==> src/rtl/apb_master_bridge.sv <==
// APB3 initiator bridge: turns single core req/gnt/rvalid transfers into APB SETUP/ACCESS
// cycles, with an address-window filter and a PREADY timeout so a hung slave never stalls the core.
module apb_master_bridge #(
    parameter int unsigned                  ADDR_WIDTH     = 32,
    parameter int unsigned                  DATA_WIDTH     = 32,
    parameter logic [ADDR_WIDTH-1:0]        APB_BASE       = ADDR_WIDTH'(32'h1A10_0000),
    parameter logic [ADDR_WIDTH-1:0]        APB_SIZE       = ADDR_WIDTH'(32'h0010_0000),
    parameter int unsigned                  TIMEOUT_CYCLES = 255
) (
    input  logic                  clk_i,
    input  logic                  rst_ni,

    input  logic                  data_req_i,
    input  logic [ADDR_WIDTH-1:0] data_addr_i,
    input  logic                  data_we_i,
    input  logic [DATA_WIDTH-1:0] data_wdata_i,
    output logic                  data_gnt_o,
    output logic                  data_rvalid_o,
    output logic [DATA_WIDTH-1:0] data_rdata_o,
    output logic                  data_err_o,

    output logic [ADDR_WIDTH-1:0] paddr_o,
    output logic [DATA_WIDTH-1:0] pwdata_o,
    output logic                  pwrite_o,
    output logic                  psel_o,
    output logic                  penable_o,
    input  logic [DATA_WIDTH-1:0] prdata_i,
    input  logic                  pready_i,
    input  logic                  pslverr_i
);

    localparam int unsigned     CNT_W      = (TIMEOUT_CYCLES > 0) ? $clog2(TIMEOUT_CYCLES + 1) : 1;
    localparam logic [CNT_W-1:0] CNT_LAST  = CNT_W'(TIMEOUT_CYCLES - 1);
    localparam logic            TIMEOUT_EN = (TIMEOUT_CYCLES != 0);

    typedef enum logic [1:0] {
        IDLE   = 2'd0,
        SETUP  = 2'd1,
        ACCESS = 2'd2,
        RESP   = 2'd3
    } state_e;

    state_e                state_q,   state_d;
    logic [ADDR_WIDTH-1:0] addr_q,    addr_d;
    logic                  we_q,      we_d;
    logic [DATA_WIDTH-1:0] wdata_q,   wdata_d;
    logic [DATA_WIDTH-1:0] rdata_q,   rdata_d;
    logic                  err_q,     err_d;
    logic                  rvalid_q,  rvalid_d;
    logic                  psel_q,    psel_d;
    logic                  penable_q, penable_d;
    logic [CNT_W-1:0]      cnt_q,     cnt_d;

    logic                  gnt_c;
    logic                  in_window_c;
    logic [ADDR_WIDTH-1:0] offset_c;
    logic                  timeout_hit_c;

    // Unsigned offset compare also rejects addresses below the base (they wrap to large values).
    assign offset_c      = data_addr_i - APB_BASE;
    assign in_window_c   = (offset_c < APB_SIZE);
    assign timeout_hit_c = TIMEOUT_EN && (cnt_q == CNT_LAST);

    // State and captured-request registers
    always_ff @(posedge clk_i or negedge rst_ni) begin
        if (!rst_ni) begin
            state_q   <= IDLE;
            addr_q    <= '0;
            we_q      <= 1'b0;
            wdata_q   <= '0;
            rdata_q   <= '0;
            err_q     <= 1'b0;
            rvalid_q  <= 1'b0;
            psel_q    <= 1'b0;
            penable_q <= 1'b0;
            cnt_q     <= '0;
        end else begin
            state_q   <= state_d;
            addr_q    <= addr_d;
            we_q      <= we_d;
            wdata_q   <= wdata_d;
            rdata_q   <= rdata_d;
            err_q     <= err_d;
            rvalid_q  <= rvalid_d;
            psel_q    <= psel_d;
            penable_q <= penable_d;
            cnt_q     <= cnt_d;
        end
    end

    // Next-state and next-output logic; APB strobes are computed for the state being entered
    always_comb begin
        state_d   = state_q;
        addr_d    = addr_q;
        we_d      = we_q;
        wdata_d   = wdata_q;
        rdata_d   = rdata_q;
        err_d     = err_q;
        rvalid_d  = 1'b0;
        psel_d    = 1'b0;
        penable_d = 1'b0;
        cnt_d     = cnt_q;
        gnt_c     = 1'b0;

        unique case (state_q)
            IDLE: begin
                gnt_c = data_req_i;
                if (data_req_i) begin
                    addr_d  = data_addr_i;
                    we_d    = data_we_i;
                    wdata_d = data_wdata_i;
                    if (in_window_c) begin
                        state_d = SETUP;
                        psel_d  = 1'b1;
                    end else begin
                        state_d  = RESP;
                        rvalid_d = 1'b1;
                        err_d    = 1'b1;
                        rdata_d  = '0;
                    end
                end
            end

            SETUP: begin
                state_d   = ACCESS;
                psel_d    = 1'b1;
                penable_d = 1'b1;
                cnt_d     = '0;
            end

            ACCESS: begin
                if (pready_i) begin
                    // Completion takes priority over a timeout reached in the same cycle
                    state_d  = RESP;
                    rvalid_d = 1'b1;
                    rdata_d  = (!we_q && !pslverr_i) ? prdata_i : '0;
                    err_d    = pslverr_i;
                end else begin
                    if (cnt_q != '1) begin
                        cnt_d = cnt_q + CNT_W'(1);
                    end
                    if (timeout_hit_c) begin
                        state_d  = RESP;
                        rvalid_d = 1'b1;
                        err_d    = 1'b1;
                        rdata_d  = '0;
                    end else begin
                        psel_d    = 1'b1;
                        penable_d = 1'b1;
                    end
                end
            end

            RESP: begin
                state_d = IDLE;
            end

            default: begin
                state_d = IDLE;
            end
        endcase
    end

    assign data_gnt_o    = gnt_c;
    assign data_rvalid_o = rvalid_q;
    assign data_rdata_o  = rdata_q;
    assign data_err_o    = err_q;

    assign paddr_o   = addr_q;
    assign pwdata_o  = wdata_q;
    assign pwrite_o  = we_q;
    assign psel_o    = psel_q;
    assign penable_o = penable_q;

endmodule

==> config.mk <==
export PLATFORM = sky130hd
export DESIGN_NAME = apb_master_bridge
export DESIGN_NICKNAME = d
export VERILOG_FILES = /design/src/rtl/apb_master_bridge.sv
export SDC_FILE = /design/constraint.sdc
export NUM_CORES = 1
export LEC_CHECK = 0
export BUFFER_PORTS_ARGS = -buffer_cell sky130_fd_sc_hd__buf_4
export CAP_MARGIN = 20
export CORE_ASPECT_RATIO = 1.4
export CORE_UTILIZATION = 45
export CTS_BUF_LIST = sky130_fd_sc_hd__clkbuf_8
export CTS_CLUSTER_SIZE = 16
export DETAILED_ROUTE_END_ITERATION = 10
export GPL_TIMING_DRIVEN = 0
export PLACE_DENSITY = 0.77
export SYNTH_ARGS = -nofsm -noshare
export SYNTH_HDL_FRONTEND = slang
export SYNTH_SLANG_ARGS = --single-unit
==> constraint.sdc <==
create_clock -name clk_i -period 5.6 [get_ports clk_i]
set_input_delay 0.28 -clock clk_i [delete_from_list [all_inputs] [get_ports clk_i]]
set_output_delay 0.28 -clock clk_i [all_outputs]
set_load 0.05 [all_outputs]
==> results of run 1 <==
flip-flops by register name (all words and copies together), names as in the netlist:
name,cells
cnt_q,8
data_err_o,1
data_rdata_o,32
data_rvalid_o,1
paddr_o,32
penable_o,1
psel_o,1
pwdata_o,32
pwrite_o,1
state_q,2
Yosys cell counts (2+ instances only):
master                     count  area share [%]
sky130_fd_sc_hd__dfrtp_1     111              63
sky130_fd_sc_hd__mux2_2       65              17
sky130_fd_sc_hd__a22o_2       29             6.6
sky130_fd_sc_hd__buf_2         9             1.0
sky130_fd_sc_hd__a21oi_1       6            0.68
sky130_fd_sc_hd__ha_1          6             1.7
sky130_fd_sc_hd__inv_1         6            0.51
sky130_fd_sc_hd__nand2_1       6            0.51
sky130_fd_sc_hd__o21ai_0       6            0.68
sky130_fd_sc_hd__nand3_1       4            0.45
sky130_fd_sc_hd__nand4_1       4            0.56
sky130_fd_sc_hd__a22o_1        3            0.59
sky130_fd_sc_hd__a31oi_1       3            0.42
sky130_fd_sc_hd__buf_6         3            0.76
sky130_fd_sc_hd__nand2b_1      3            0.42
sky130_fd_sc_hd__nor2_1        3            0.25
sky130_fd_sc_hd__or3_1         3            0.42
sky130_fd_sc_hd__and2_1        2            0.28
sky130_fd_sc_hd__nor2b_1       2            0.28
sky130_fd_sc_hd__nor3_1        2            0.23
sky130_fd_sc_hd__nor4b_1       2            0.40
sky130_fd_sc_hd__o21a_1        2            0.34
per-layer routing:
metal	GRT usage (%)	share of wire, %	vias to the layer above
met2	40.20	54	124
li1	-	-	1520
met1	24.44	37	1619
met3	5.059	5.8	22
met4	9.271	2.8	0
met5	0	0	-
worst register-to-register path, delay by kind of cell, from the launching register on:
| family | cells | cell delay (ns) |
|---|---|---|
| buffers and inverters | 2 | 0.39 |
| flip-flops | 1 | 0.41 |
| adder cells (fa/ha/maj) | 1 | 0.34 |
| AND/OR/NAND/NOR | 1 | 0.20 |
| AO/OA/AOI/OAI | 3 | 0.90 |
worst paths after layout:
| kind | from | endpoint | slack [ns] |
|---|---|---|---|
| min | prdata_i[2] | data_rdata_o[2] | 0.12 |
| max in group asynchronous | rst_ni | paddr_o[0] | 4.43 |
| max | state_q[1] | data_gnt_o | 3.12 |
| max reg2reg | state_q[1] | data_rdata_o[25] | 3.25 |
| min in group asynchronous | rst_ni | data_rdata_o[8] | 0.43 |
| min reg2reg | data_rdata_o[29] | data_rdata_o[29] | 0.51 |
power by group through the flow:
stage	Clock (mW)	Sequential, mW	Combinational (mW)
finish	0.479	1.32	2.51
global route	0.524	1.37	2.62
CTS	0.493	1.33	2.53
detailed placement	0	1.35	2.52
global placement	0	1.32	2.48
floorplan	0	2.47	0.591
area by class of cell:
cell class	count	area [um^2]
inverters	7	26.28
flip-flops and latches	111	2778
well taps	132	165.2
multi-input cells	166	1539
plain buffers	14	86.33
clock buffers	9	123.9
fillers	728	3159
clock inverters	7	72.57
repair buffers	205	1562
logic make-up (layout without fill, tap and decap cells):
logic type | count (synthesis) | in the layout | share of synthesized area [%]
buffers and inverters | 21 | 242 | 2.542
AO/OA/AOI/OAI | 56 | 56 | 10.96
AND/OR/NAND/NOR | 38 | 38 | 5.367
multiplexers | 65 | 65 | 16.53
XOR/XNOR | 1 | 1 | 0.1978
adder cells (fa/ha/maj) | 6 | 6 | 1.695
flip-flops | 111 | 111 | 62.71
metrics by stage:
stage	util, %	cells
finish	66.79	651
global route	66.79	651
CTS	66.79	651
detailed placement	64.61	634
global placement	64.33	633
floorplan	-	298
==> flow_results.org, run 1 <==
** Outcome
- Result of the run :: finished, final reports clean

** Die
- 204 I/O pins were placed.
- Placeable Area :: 9512 um^2
- Chip width :: 85.85 um
- Effective utilization at floorplan :: 46.57%
- The floorplan has 42 rows.
- Area of the die :: 10250 um^2
- Chip height :: about 120 um

** Setup path
- The worst setup path is of the reg2out kind.
- In this run the number of cells on the critical path is 6.
- On the worst path, the slowest cell contributes a delay of 0.41 ns.
- Slowest-stage cell, CP :: sky130_fd_sc_hd__dfrtp_1
- Number of buffer and inverter stages on the critical path :: 4
- Max Fanout on Critical Path :: 10
- The worst register-to-register path has a depth of 7.
- Critical path endpoint category :: output pin
- Walking the worst path, the cells encountered are inv_1 -> ha_1 -> nand2_1 -> inv_2 -> buf_2 -> buf_4.
- STA classifies the critical path startpoint as a register.
- At the worst endpoint, the required time is ~5.3 ns.
- Data arrival, critical path :: approximately 2.2 ns
- The kind of cell with the highest combined delay along the critical path is buffers and inverters.

** Logic synthesis
- During synthesis, Yosys emitted a total of 0 warnings.
- In this run, distinct cell masters in the synthesized netlist total 40.
- When the netlist entered floorplanning its net count stood at 406.
- Area of the mapped netlist :: roughly 4400 um^2
- Average footprint of a synthesized cell :: 14.86 um^2
- Of all flip-flops after synthesis, the portion carrying an async set or reset was 100.0%.
- Sequential elements use 62.71% of the synthesized area.
- Count of flip-flops with a built-in enable after synthesis :: 0
- Post-synthesis instance total :: 298
- Synth Flop Type :: sky130_fd_sc_hd__dfrtp_1
- After synthesis the netlist holds a flip-flop and latch count of 111.

** Timing
- Setup repair after global routing left no endpoint under its margin.
- Final count of negative-setup-slack endpoints :: 0
- The final count of pins violating max slew is 0.
- The clock period could shrink to approximately 2.5 ns.
- Tightest hold margin :: 0.1155 ns
- The number of hold violations in the final report was 0.
- Crit path setup slack, layout :: about 3.1 ns
- Worst-case headroom to the max-slew limit :: 60.78%
- Of the available clock period, the critical path in the final layout requires 44.34%.
- Post-route setup TNS :: 0 ns
- Based on the critical path, the design can be clocked at up to 402.7 MHz.
- Across the routed clock network, the largest skew measured is 0.009941 ns.
- For the pin with the worst max-slew slack, the measured transition is 0.5884 ns.

** Pwr
- Share of power burned in the clock network :: between 10% and 20%
- Sequential fraction of design power :: between 30% and 40%
- Power spread over the standard cell area amounts to approximately 680 nW/um^2.
- Net switching power :: between 2 and 2.5 mW
- The internal portion of the total power is 2.197 mW.
- Switch share :: 49.02%
- Combinational logic is responsible for 58.2% of the overall power.
- Leakage power summed over all cells :: between 3 and 4 nW
- Total power :: 4.309 mW
- Largest voltage drop on the vdd net :: 0.0004276 V

** Clock tree
- Counting along the longest clock path gives a buffer depth of 2.
- CTS Hold Bufs :: 1
- The cell sitting at the root of the clock tree is a sky130_fd_sc_hd__clkbuf_8.
- The H-tree was split into 3 levels.
- Setup Buffers After CTS :: 0
- The number of gates resized after CTS was 0.
- Register clock-pin slew on the reported worst setup and hold paths :: approximately 0.1 ns
- Number of sinks driven by the clock tree :: 111
- CTS tree :: yes
- Clock tree synthesis inserted a total of 9 buffers.
- The later pin in the worst-skew pair is clocked with a latency of 0.38 ns.

** Finish
- The library cell used most frequently in the layout, excluding fill and tap cells, is sky130_fd_sc_hd__buf_4.
- Summing all non-filler instances in the final layout gives an area of 6352 um^2.
- 0 antenna diodes ended up in the layout.
- In the final layout, the share of cells above drive strength 1 is 64.35%.
- Area growth from synthesis to layout :: 43.42%
- Most used cells in the layout excluding fill and tap cells :: sky130_fd_sc_hd__buf_4 (203), sky130_fd_sc_hd__dfrtp_1 (111), sky130_fd_sc_hd__mux2_2 (65)
- Final net count :: 622

** Global route
- The initial antenna violation count came to 0.
- Grt ovf :: 0
- Maximum number of pins on one net before global-route repair :: just under 70
- The number of global-route vias before repair was 3439.
- Across every metal layer, demand over resource in global routing totals 22.13%.
- Wire length of the first global-routing pass :: 17340 um

** Min path
- The worst hold path was traced through 2 stages.
- Path type of the worst min-delay path :: in2reg

** Detailed routing
- Via count :: 3285
- Summed over all layers, the routed wires come to 10910 um.
- The detailed router finished its first iteration with 101 violations.
- Dividing the detail-routed wire length by the instance count gives 16.76 um.
- Vias per inst :: 5.046
- Length of the first detailed-routing pass in iterations :: 4
- # DRC :: 0
- Count of nets left with antenna violations after detail routing :: 0

** Placed design
- Prior to clock tree synthesis, the placed netlist has a worst setup slack of between 3 and 4 ns.
- Routability cong. :: 0.7805
- Post-place instance area :: 6146 um^2
- IO buf count :: between 200 and 250
- HPWL after detailed placement :: 8485 um

** Job
- Across the run, the number of max-cap violations was 0.
No activity file was read; power rests on OpenSTA's default activity.
==> run 2, diff against run 1 <==
Clock period 5.6 ns to 2.41 ns, I/O delays scaled along.
==> run 2 against run 1 <==
Total power is 140% higher. Worst setup slack worse by 2.9 ns. Clock skew hardly changed. Critical endpoint is now data_rdata_o[27]. Via count is 15% higher. Cell count is 15% higher. Largest cell class unchanged. Non-clock buffer count is 97 higher. Die area stayed put. Critical path depth is 2 higher. Combinational power is 140% higher. Final area is 16% higher. Routed wire length is 18% higher.
==> flow_results.org, run 2 (synthesis gave the netlist of run 1 again) <==
** Outcome
- Result of the run :: finished, final reports clean

** Setup path
- Launching element type of the critical path :: register
- The slowest stage of the critical path is the sky130_fd_sc_hd__dfrtp_1 cell.
- Measured in cells, the most critical reg-to-reg path has a length of 8.
- Counting stages on the worst path, the most repeated cell is sky130_fd_sc_hd__buf_2.
- In this run the register-to-register setup slack is between 0.15 and 0.2 ns.
- Along the worst path, the maximum fanout reaches 10.
- The worst register-to-register path ends at data_rdata_o[27].
- Peak per-stage delay on the critical path :: 0.44 ns
- Classification of the worst setup path :: reg2reg
- Worst path required time :: 2.73 ns
- The worst setup path is captured at a register.
- At the worst endpoint, the arrival time is between 2 and 3 ns.
- R2r startpoint :: state_q[0]
- Cell chain of the critical path :: inv_1 -> ha_1 -> buf_2 -> nand2b_1 -> a31oi_2 -> o21bai_1 -> buf_2 -> a22o_2

** Min path
- Hold Path Depth :: 3
- Path type of the worst min-delay path :: in2reg
- In this run the most critical hold path is launched from pready_i.
- End of the worst hold path :: data_rvalid_o

** Detailed routing
- Drt wl/cell :: 17.15 um
- Number of DRC markers after the initial detailed-route iteration :: ~160
- Before antenna repair, the detailed router went through 4 iterations.
- Using the TritonRoute via totals, the vias-per-cell ratio works out to 5.051.
- Via count :: 3778
- In this run the remaining antenna-violating nets after routing total 0.
- # DRC :: 0
- Wirelength, routed :: 12830 um

** Timing
- The worst path needs 2.232 ns of the cycle, external delays included.
- Largest clock skew in the final design :: approximately 0.0099 ns
- Final count of negative-setup-slack endpoints :: 0
- Measured slew at the worst slew-check pin :: 0.5872 ns
- Tightest hold margin :: 0.06107 ns
- Crit path setup slack, layout :: ~0.18 ns
- Count of endpoints failing hold in the final timing report :: 0
- In this run the tightest slew margin relative to its limit is about three fifths.
- Fin crit share :: 92.60%
- The final count of pins violating max slew came to 0.
- Static timing analysis puts the maximum clock frequency at 448.1 MHz.

** Clock tree
- Number of CTS-inserted buffers :: 9
- TritonCTS built the clock tree.
- Number of sinks driven by the clock tree :: between 100 and 150
- Register clock-pin slew on the reported worst setup and hold paths :: 0.10 ns
- The clock tree synthesis step divided the H-tree into 3 levels.
- Buffers added to address setup during post-CTS repair amount to 0.
- The cell sitting at the root of the clock tree is a sky130_fd_sc_hd__clkbuf_8.
- The clock passes through at most 2 buffers.
- Source-to-sink clock delay at the later pin of the worst-skew pair :: 0.38 ns

** Finish
- Area growth from synthesis to layout :: 65.73%
- Fraction of final layout cells with drive strength greater than 1 :: 54.71%
- Most used cells in the layout excluding fill and tap cells :: sky130_fd_sc_hd__buf_4 (203), sky130_fd_sc_hd__dfrtp_1 (111), sky130_fd_sc_hd__dlygate4sd3_1 (98)
- Leaving out fill and tap cells, the most frequent cell in the layout is sky130_fd_sc_hd__buf_4.
- Antenna Cells :: 0
- For this run, the post-layout net count is 719.

** Pwr
- Summed over all cells, the static leakage comes to 3.531 nW.
- Power density over the cells :: 1397 nW/um^2
- The worst-case IR drop observed on VDD is 0.0009781 V.

** Placed design
- HPWL after detailed placement :: about 8500 um
- Input and output buffers added on the ports amount to 203.
- OpenSTA, run right after detailed placement, puts the worst setup slack at 0.1048 ns.
- Routability-driven placement finished with a final weighted congestion of 0.7805.

** Global route
- Entering global routing, the biggest net connects 68 pins.
- The number of global-route vias before repair came to 4025.
- Summed over all layers, the global routing overflow is 0.
- The initial antenna violation count is 0.
- The first global-routing pass estimated 20260 um of wire.
- In the global route stage, overall resource usage came out at about 26%.

** Die
- Area of the die :: 10250 um^2
- The core region is 9512 um^2.
- Top-level port count :: 204
- The die is 85.85 um wide.
- Effective utilization at floorplan :: 46.57%
- Chip height :: about 120 um
- Row generation in the floorplan step produced 42 rows.

** Job
- Number of maximum-capacitance violations :: 0
-- run 2: power breakdown --
group	switching, mW	leakage [nW]	internal [mW]	total [mW]
Sequential	0.461	1.39	2.65	3.11
Clock	0.633	0.0956	0.482	1.12
Combinational	3.94	2.04	2.09	6.03
Total	5.04	3.53	5.22	10.3
-- run 2: metal layers --
metal	up-vias	track usage, %	wire length (um)
met1	1868	29.06	4778
met4	0	11.56	459
met5	-	0	0
li1	1719	-	-
met3	39	5.059	631
met2	152	46.85	6962
-- run 2: layout make-up --
class                           instances  area (um^2)
Sequential cell                       111         2778
Timing Repair Buffer                  302         2532
Fill cell                             594         2171
Multi-Input combinational cell        166         1554
Tap cell                              132        165.2
Clock buffer                            9        123.9
Buffer                                 14        88.84
Clock inverter                          7        72.57
Inverter                                7        26.28
-- run 2: through the flow --
stage	total power, mW	utilization (%)	cells	TNS (ns)	instance area (um^2)
6_report	10.26	77.18	748	0	7341
3_3_place_gp	8.843	64.33	633	0	6118
3_5_place_dp	8.988	64.61	634	0	6146
5_1_grt	10.69	77.18	748	-0.009986	7341
2_1_floorplan	7.110	-	298	0	4429
4_1_cts	10.23	76.99	748	0	7323
-- run 2: worst max-delay path by stage --
stage               startpoint  cells after the start               end  slack, ns
finish              state_q[0]                      8  data_rdata_o[27]       0.18
global route        state_q[0]                      8  data_rdata_o[27]     -0.006
CTS                 state_q[0]                      6        data_gnt_o       0.06
detailed placement  state_q[1]                      7   data_rdata_o[1]       0.10
global placement    state_q[0]                      7   data_rdata_o[0]       0.17
floorplan           state_q[0]                      7   data_rdata_o[0]       0.45
-- run 2: timing repair --
item	in CTS	in global routing
resized for setup	0	4
endpoints found under the setup margin	0	31
hold buffers	98	0
hold endpoints to repair	141	0
-- run 2: worst max-delay path, delay by kind of cell (launching register included) --
kind,cells,cell delay (ns)
compound gates,3,0.77
buf+inv,3,0.66
flops,1,0.44
fa+ha+maj,1,0.18
simple gates,1,0.12
==> run 3, diff against run 2 <==
Settings changed: CTS_BUF_LIST sky130_fd_sc_hd__clkbuf_8 to not set, SKIP_CTS_REPAIR_TIMING set to 1.
==> run 3 against run 2 <==
The run now ends with hold timing left. Global-route usage fell by 3.9 points. Non-clock buffer count decreased by 78. Clock power increased by 32%. Worst hold slack got worse by 0.062 ns. Clock skew barely moved. Total power grew 1.7%. Die area stayed put. Sequential share of layout area increased by 3.9 points. Utilization decreased by 7.2 points. Via count is 10% lower. First-iteration DRC count fell by 0.65%. Critical path type is now reg2out. Critical endpoint is now data_gnt_o.
==> flow_results.org, run 3 (synthesis gave the netlist of run 1 again) <==
** Setup path
- R2r startpoint :: state_q[0]
- In this run the worst path has a maximum fanout of 10.
- Cell chain of the critical path :: inv_1 -> ha_2 -> nand2_1 -> inv_2 -> buf_2 -> buf_4
- End of the worst register-to-register path :: data_rdata_o[27]
- For this design, the slowest cell found on the critical path is sky130_fd_sc_hd__dfrtp_1.
- Number of buffer and inverter stages on the critical path :: 4
- The worst setup path is of the reg2out kind.
- Largest delay share family, worst path :: buffers and inverters
- Flop-to-flop setup slack :: 0.20 ns
- Worst path required time :: ~2.3 ns
- The largest single stage delay on the critical path is 0.43 ns.
- Data arrival, critical path :: 2.10 ns
- STA classifies the critical path endpoint as an output pin.
- Cells on worst reg2reg path :: 8
- Launching element type of the critical path :: register

** Detailed routing
- For this block, the routed nets add up to 11150 um of wire.
- Drt wl/cell :: 16.64 um
- # DRC :: 0
- The first routing iteration left between 150 and 200 violations.
- The detail route stage leaves a number of antenna-violating nets equal to 0.
- Vias per inst :: 5.070
- The first detailed-routing pass ran for 6 iterations.
- Via count :: around 3400

** Pwr
- Summed over all cells, the static leakage comes to approximately 3.3 nW.
- Net switching power :: 4.965 mW
- Per report_power, the clock group accounts for 14.2% of the total.
- Sequential cells account for between 20% and 30% of the total power.
- Largest voltage drop on the vdd net :: around 0.0011 V
- Power density over the cells :: approximately 1600 nW/um^2
- Internal power comes to 5.463 mW.
- Switch share :: 47.61%
- The share of total power dissipated in combinational logic is between 50% and 60%.

** Finish
- From synthesis to final layout, the design area changed by 50.34%.
- The final layout contains 641 nets.
- Non-Filler Instances :: 670
- Leading cell type in the layout, fill and taps excluded :: sky130_fd_sc_hd__buf_4
- The library cells used most frequently in the layout, excluding fill and tap cells, are sky130_fd_sc_hd__buf_4 (203), sky130_fd_sc_hd__dfrtp_1 (111), sky130_fd_sc_hd__mux2_2 (65).
- The repair_antennas step left the layout with diodes totalling 0.
- Filler cells :: 709
- Share of the core filled with cells :: 70.01%
- After routing the design area is 6659 um^2.
- Fraction of final layout cells with drive strength greater than 1 :: 62.64%

** Timing
- Final Max Slew Viols :: 0
- Final count of negative-setup-slack endpoints :: 0
- The number of hold violations in the final report is 2.
- Measured slew at the worst slew-check pin :: about 0.59 ns
- For the final routed database, the setup TNS stands at 0 ns.
- Setup repair after global routing left no endpoint under its margin.
- Tightest hold margin :: -0.001346 ns
- Worst-case headroom to the max-slew limit :: 60.84%
- Fin crit share :: 92.19%
- For this run, the top clock speed supported by timing is 450.1 MHz.
- Fin crit period :: 2.222 ns
- Largest clock skew in the final design :: 0.009481 ns

** Die
- Placeable Area :: 9512 um^2
- Effective utilization at floorplan :: about 47%
- In this run the horizontal extent of the chip is 85.85 um.
- Top-level port count :: between 200 and 250
- The floorplan has 42 rows.
- Area of the die :: about 10000 um^2
- The floorplan step set the die height to 119.4 um.

** Min path
- For hold timing, the worst endpoint is data_rdata_o[22].
- The startpoint identified for the worst hold timing path is prdata_i[22].
- In this run the worst hold path is classified as in2reg.
- Hold Path Depth :: 2

** Placed design
- In this run, placement finished with an instance count of between 600 and 700.
- The placed instances occupy a cell area of roughly 6100 um^2.
- At the end of routability-driven placement, the weighted congestion stood at 0.7805.
- HPWL after detailed placement :: 8485 um
- Buffers placed on the I/O ports in this run total 203.

** Clock tree
- Number of H-tree levels :: 3
- Register clock-pin slew on the reported worst setup and hold paths :: 0.07 ns
- Worst-case clock buffer depth :: 2
- Source-to-sink clock delay at the later pin of the worst-skew pair :: 0.34 ns
- The number of clock buffers added by TritonCTS is 9.
- The tree built by TritonCTS fans out to about 110 sinks.
- Root buffer cell :: sky130_fd_sc_hd__clkbuf_16
- TritonCTS built the clock tree.

** Global route
- Maximum number of pins on one net before global-route repair :: between 60 and 70
- Grt ovf :: 0
- The first global-routing pass estimated 17290 um of wire.
- Initial antenna violation count :: 0
- Overall fraction of global-route tracks in use :: roughly 22%
- Vias in the first global route :: about 3400

** Job
- Number of maximum-capacitance violations :: 0

** Outcome
- The checks that failed: hold timing.
- The run finished, with violations left.
[run 3: cell count changes in the layout (fill, tap and decap cells not counted)]
cell                            delta
sky130_fd_sc_hd__dlygate4sd3_1    -78
sky130_fd_sc_hd__clkbuf_16         +9
sky130_fd_sc_hd__clkbuf_8          -9
sky130_fd_sc_hd__buf_2             +1
sky130_fd_sc_hd__clkbuf_4          -1
[run 3: cell type report]
| class | count | area (um^2) | share of cell area (%) |
|---|---|---|---|
| inverter | 7 | 26.28 | 0.3946 |
| buffer | 14 | 86.33 | 1.297 |
| clock buffer | 9 | 225.2 | 3.382 |
| multi-input combinational | 166 | 1554 | 23.34 |
| sequential | 111 | 2778 | 41.71 |
| timing repair buffer | 224 | 1752 | 26.31 |
| clock inverter | 7 | 72.57 | 1.090 |
| tap | 132 | 165.2 | 2.480 |
[run 3: worst max path at each step]
stage / start / end / cells past startpoint
3_5_place_dp: state_q[1] / data_rdata_o[1] / 7
4_1_cts: state_q[0] / data_rdata_o[27] / 7
2_1_floorplan: state_q[0] / data_rdata_o[0] / 7
5_1_grt: state_q[0] / data_rdata_o[27] / 8
6_report: state_q[0] / data_gnt_o / 6
3_3_place_gp: state_q[0] / data_rdata_o[0] / 7
[run 3: metrics by stage]
| step | setup WS [ns] | power, mW |
|---|---|---|
| after floorplan | 0.4496 | 7.110 |
| after global placement | 0.1685 | 8.843 |
| after detailed placement | 0.1048 | 8.988 |
| after CTS | 0.09726 | 10.47 |
| after global routing | 0.002890 | 10.89 |
| final | 0.1883 | 10.43 |
[run 3: power groups by stage]
stage / clock network, mW / logic (mW) / registers [mW]
2_1_floorplan: 0 / 1.37 / 5.74
3_3_place_gp: 0 / 5.77 / 3.07
3_5_place_dp: 0 / 5.86 / 3.13
4_1_cts: 1.51 / 5.87 / 3.09
5_1_grt: 1.59 / 6.13 / 3.18
6_report: 1.48 / 5.87 / 3.08
[run 3: layer usage]
layer | up-vias | wire, um | global-route usage (%)
li1 | 1564 | - | -
met1 | 1688 | 4120 | 24.54
met2 | 121 | 6168 | 39.95
met3 | 24 | 575 | 4.227
met4 | 0 | 283 | 9.583
met5 | - | 0 | 0
[run 3: worst reg2reg max path: stages, from the launching register on]
cell and delay, ns:
sky130_fd_sc_hd__dfrtp_1 0.43, sky130_fd_sc_hd__inv_1 0.11, sky130_fd_sc_hd__ha_1 0.17, sky130_fd_sc_hd__buf_2 0.21
sky130_fd_sc_hd__nand2b_1 0.12, sky130_fd_sc_hd__a31oi_2 0.27, sky130_fd_sc_hd__o21bai_1 0.32, sky130_fd_sc_hd__buf_2 0.33
sky130_fd_sc_hd__a22o_2 0.18
